==> config.mk <==
export PLATFORM = sky130hd
export DESIGN_NAME = reg_file_sb
export DESIGN_NICKNAME = d
export VERILOG_FILES = /design/src/rtl/reg_file_sb.sv
export SDC_FILE = /design/constraint.sdc
export NUM_CORES = 2
export LEC_CHECK = 0
export CAP_MARGIN = 5
export CORE_MARGIN = 2
export CORE_UTILIZATION = 64
export CTS_CLUSTER_SIZE = 14
export DETAILED_ROUTE_END_ITERATION = 8
export PLACE_DENSITY = 0.84
export SETUP_SLACK_MARGIN = 0.3
export SYNTH_ARGS = -nofsm -noshare
export SYNTH_HDL_FRONTEND = slang
export SYNTH_SLANG_ARGS = --single-unit
==> constraint.sdc <==
create_clock -name clk -period 6.2 [get_ports clk]
set_input_delay 1.24 -clock clk [delete_from_list [all_inputs] [get_ports clk]]
set_output_delay 1.24 -clock clk [all_outputs]
set_load 0.005 [all_outputs]
==> src/rtl/reg_file_sb.sv <==
// Register file with a per-register pending scoreboard for RAW/WAW hazard detection.
// Optional macro REG_FILE_BYPASS_EN forwards same-cycle write data to the read ports.
module reg_file_sb #(
    parameter int XLEN  = 32,
    parameter int NREGS = 32,
    parameter int AW    = 5
) (
    input  logic            clk,
    input  logic            rst,
    input  logic            reg_write,
    input  logic [AW-1:0]   rd,
    input  logic [XLEN-1:0] write_data,
    input  logic [AW-1:0]   rs1,
    input  logic [AW-1:0]   rs2,
    output logic [XLEN-1:0] out1,
    output logic [XLEN-1:0] out2,
    input  logic            issue_valid,
    input  logic [AW-1:0]   issue_rd,
    output logic            issue_ready,
    output logic            busy1,
    output logic            busy2,
    output logic [AW:0]     pending_cnt
);

    logic [XLEN-1:0]  r_regs [NREGS];
    logic [NREGS-1:0] r_pending;
    logic [AW:0]      r_cnt;

    logic             w_set;
    logic             w_clr;
    logic             w_inc;
    logic             w_dec;
    logic [NREGS-1:0] w_pending_next;
    logic [AW:0]      w_cnt_next;
    logic [XLEN-1:0]  w_rd1;
    logic [XLEN-1:0]  w_rd2;

    // Address 0 is hardwired: it never takes a write and never becomes pending.
    assign w_set = issue_valid && (issue_rd != '0);
    assign w_clr = reg_write && (rd != '0);

    // Set beats clear when issue and writeback hit the same register.
    generate
        for (genvar gi = 0; gi < NREGS; gi++) begin : g_pend
            if (gi == 0) begin : g_zero
                assign w_pending_next[gi] = 1'b0;
            end else begin : g_nz
                assign w_pending_next[gi] = (w_set && (issue_rd == AW'(gi))) ||
                                            (r_pending[gi] && !(w_clr && (rd == AW'(gi))));
            end
        end
    endgenerate

    // Counter tracks popcount of the pending vector incrementally.
    assign w_inc = w_set && !r_pending[issue_rd];
    assign w_dec = w_clr && r_pending[rd] && !(w_set && (issue_rd == rd));

    always_comb begin
        w_cnt_next = r_cnt;
        case ({w_inc, w_dec})
            2'b10:   w_cnt_next = r_cnt + 1'b1;
            2'b01:   w_cnt_next = r_cnt - 1'b1;
            default: w_cnt_next = r_cnt;
        endcase
    end

    always_ff @(posedge clk) begin
        if (rst) begin
            for (int i = 0; i < NREGS; i++) begin
                r_regs[i] <= '0;
            end
            r_pending <= '0;
            r_cnt     <= '0;
        end else begin
            if (w_clr) begin
                r_regs[rd] <= write_data;
            end
            r_pending <= w_pending_next;
            r_cnt     <= w_cnt_next;
        end
    end

    assign w_rd1 = (rs1 == '0) ? '0 : r_regs[rs1];
    assign w_rd2 = (rs2 == '0) ? '0 : r_regs[rs2];

`ifdef REG_FILE_BYPASS_EN
    // A register being written back this cycle is no longer a hazard for its readers.
    assign out1  = (w_clr && (rs1 == rd)) ? write_data : w_rd1;
    assign out2  = (w_clr && (rs2 == rd)) ? write_data : w_rd2;
    assign busy1 = r_pending[rs1] && !(reg_write && (rd == rs1));
    assign busy2 = r_pending[rs2] && !(reg_write && (rd == rs2));
`else
    assign out1  = w_rd1;
    assign out2  = w_rd2;
    assign busy1 = r_pending[rs1];
    assign busy2 = r_pending[rs2];
`endif

    assign issue_ready = !r_pending[issue_rd];
    assign pending_cnt = r_cnt;

endmodule

==> impl_metrics.yaml <==
outcome:
  status: "completed"
layout:
  layout.nets: 3688
  seqCellArea_mm2: 0.0315
  areaGrowthSynthToFinish_pct: 10.5
  final_cell_mix: "edfxtp_1, and2_1, mux4_2"
  multiInputGateArea_mm2: 0.0235
  fill_cells: 5304
  final_common_cell: "edfxtp_1"
  drive_gt1_frac: 0.261
detailed_routing:
  wl_met3_mm: 29.1
  via_per_inst: 7.70
  via_count: 37631
  drt_iter0_markers: 6837
  dr.max_layer_used: "met5"
  drtPass1Iterations: 9
  drcViolationCount: 0
  post_drt_wl_per_cell_um: 37.2
  antenna_left: 0
  drt_wl_total_mm: 182
  wl_met2_mm: 84.2
  wl_met1_mm: 56.1
place:
  dp_hpwl_mm: 108
  gp_congestion: 0.968
  post-place-ws_ns: 0.645
  portBuffers: 128
floorplan:
  ios: 129
  dieArea_mm2: 0.0910
  fp.dieW_um: 302
  start_util: 0.643
  coreArea_mm2: 0.0881
  die_h_um: 302
  num_rows: 109
power_and_ir_drop:
  p_leak_nw: 21.5
  p_sw_mw: 4.31
  seq_power_share: 0.503
  peakVddDrop_mv: 0.225
  comb_power_share: 0.133
  clockPowerShare: 0.364
  internal-power_mw: 12.6
  p_per_area_mw_per_mm2: 270
  swShare: 0.255
  power_mw: 16.9
timing:
  drv_slew: 0
  hold_viol: 0
  worst_pin_slew_ns: 1.30
  period_minus_slack_ns: 5.81
  fin_crit_sh: 0.936
  finalSetupTns_ns: 0
  layout_setup_ws_ns: 0.395
  maxSlewHeadroom: 0.131
  skew_ns: 0.0114
  setup_viol: 0
  grt_setup_unrepaired: "no"
  clock.fmax_mhz: 172
synth:
  synth_simple_gate_area_frac: 0.122
  syn_avg_cell_area_um2: 15.7
  seq_area_frac_synth: 0.555
  synthAdderAreaFrac: 0.00146
  synthMuxAreaShare: 0.254
  synth_edf_count: 1024
  synthArstFlopShare: 0
  syn_inst: 3611
  synth_top_family_by_area: "multiplexers"
  synth-xor-area-share: 0.00124
  synth-compound-area-share: 0.0301
  synth_area_mm2: 0.0567
  ys_warn_count: 0
  synth_cell_type_count: 54
  ys_seq_elements: 1061
  ys.flop_type: "edfxtp_1"
global_route:
  grt-ovfl-total: 0
  grt_usage: 0.405
  antenna_found_initial: 13
  grt_pass1_vias: 38232
  grt_max_degree: 81
  grt_pass1_wl_mm: 260
worst_setup_path:
  rr_worst_depth: 12
  crit_family: "buffers and inverters"
  path_cells: "buf_8, buf_12, nand2b_1, buf_4, o221ai_1, a221oi_1, clkdlybuf4s50_1"
  cp.buffers_inverters: 4
  crit_fanout: 80
  crit_required_ns: 4.96
  critPathSlowestCell: "a221oi_1"
  cp-start-kind: "input port"
  cp-end-kind: "primary output"
  cpPeakStageDelay_ns: 0.94
  path_class: "in -> out"
  crit_arrival_ns: 4.57
  crit_cells: 7
clock_network:
  cts_root_buffer: "clkbuf_16"
  clock_path_buffers: 3
  cts_num_sinks: 1061
  post_cts_buffers: 0
  cts_resized: 0
  holdBufCountCts: 0
  cts_tree: "built"
  numCtsBuffers: 105
  path_clk_slew_ns: 0.06
  worstSkewPairLatency_ns: 0.69
  ctsHtreeMaxLevel: 3
hold_path:
  whs_path_depth: 2
  hold_class: "reg -> reg"
job:
  maxCapViolations: 0
==> stage by stage <==
stage,hold slack [ns],cells,cell area (µm²),util
after floorplan,0.464,3642,56800,-
after global placement,0.480,4684,59400,0.674
after detailed placement,0.483,4684,59400,0.674
after CTS,0.493,4878,62600,0.711
after global routing,0.524,4882,62600,0.711
final,0.493,4886,62600,0.711
==> power groups by stage <==
| stage | Sequential (mW) | Combinational, mW | Clock (mW) |
|---|---|---|---|
| finish | 8.50 | 2.24 | 6.15 |
| global route | 8.52 | 2.28 | 6.36 |
| CTS | 8.48 | 2.16 | 6.11 |
| detailed placement | 8.62 | 2.14 | 0 |
| global placement | 8.56 | 2.10 | 0 |
| floorplan | 8.52 | 1.32 | 0 |
==> worst reg2reg max path, stage by stage (launching register included) <==
cell and delay, ns:
dfxtp_1 0.35, mux4_2 0.48, nand3_1 0.10, nand3_1 0.09
o31ai_1 0.46, nand3_1 0.16, ha_1 0.34, ha_1 0.28
or4b_1 0.51, a311o_1 0.31, o211ai_1 0.17, xnor2_1 0.16
nor2_1 0.05
==> cell usage after synthesis, types with 2 or more instances <==
| cell type | number | share of area |
|---|---|---|
| xnor2_1 | 2 | 0.00031 |
| mux2i_1 | 69 | 0.012 |
| clkbuf_1 | 297 | 0.020 |
| a221oi_1 | 65 | 0.010 |
| nand3_1 | 5 | 0.00044 |
| inv_1 | 102 | 0.0068 |
| xor2_1 | 6 | 0.00093 |
| a31o_2 | 3 | 0.00046 |
| mux2_2 | 3 | 0.00060 |
| a31oi_1 | 2 | 0.00022 |
| mux4_2 | 608 | 0.24 |
| nand2b_1 | 10 | 0.0011 |
| buf_1 | 11 | 0.00073 |
| buf_4 | 9 | 0.0012 |
| nand2_1 | 49 | 0.0032 |
| o211ai_1 | 2 | 0.00026 |
| o32ai_1 | 8 | 0.0012 |
| nor3_1 | 21 | 0.0019 |
| o22ai_1 | 5 | 0.00055 |
| a21o_1 | 27 | 0.0036 |
| nor3b_1 | 2 | 0.00026 |
| o21ai_1 | 4 | 0.00035 |
| buf_6 | 2 | 0.00040 |
| o21ai_0 | 18 | 0.0016 |
| or4_1 | 2 | 0.00026 |
| and2_1 | 995 | 0.11 |
| o221ai_1 | 64 | 0.0099 |
| or3_1 | 3 | 0.00033 |
| edfxtp_1 | 1024 | 0.54 |
| buf_2 | 72 | 0.0064 |
| nor2_1 | 43 | 0.0028 |
| a21oi_1 | 9 | 0.00079 |
| dfxtp_1 | 37 | 0.013 |
| nor2b_1 | 8 | 0.00088 |
| ha_1 | 5 | 0.0011 |
==> routing by layer <==
metal	up-vias	track usage
met4	14	0.246
met2	3951	0.616
li1	14013	-
met3	879	0.128
met5	-	0
met1	18774	0.517
==> sequential cells by signal (all words and copies together), names as in the netlist <==
register	flops
r_regs	1024
r_pending	31
pending_cnt	6
==> layout make-up <==
| cell class | count | share of cell area |
|---|---|---|
| diodes | 8 | 0.000320 |
| clock buffers | 123 | 0.0430 |
| inverters | 102 | 0.00611 |
| multi-input cells | 2088 | 0.375 |
| repair buffers | 268 | 0.0409 |
| clock inverters | 71 | 0.00873 |
| well taps | 1165 | 0.0233 |
| flip-flops and latches | 1061 | 0.503 |
==> path summary, 6_finish.rpt <==
| path | from | endpoint | slack (ns) |
|---|---|---|---|
| setup / recovery | rs1[0] | out1[6] | 0.39 |
| hold / removal | pending_cnt[2] | pending_cnt[2] | 0.49 |
| setup reg to reg | r_pending[31] | pending_cnt[5] | 2.61 |
| hold reg to reg | pending_cnt[2] | pending_cnt[2] | 0.49 |
==> logic make-up after synthesis <==
kind of cell / Yosys count
other cells: 1
xor+xnor: 8
fa+ha+maj: 6
mux: 680
simple gates: 1147
buf+inv: 493
compound gates: 215
flops: 1061
Note: power is estimated with default switching activity, not from simulation.
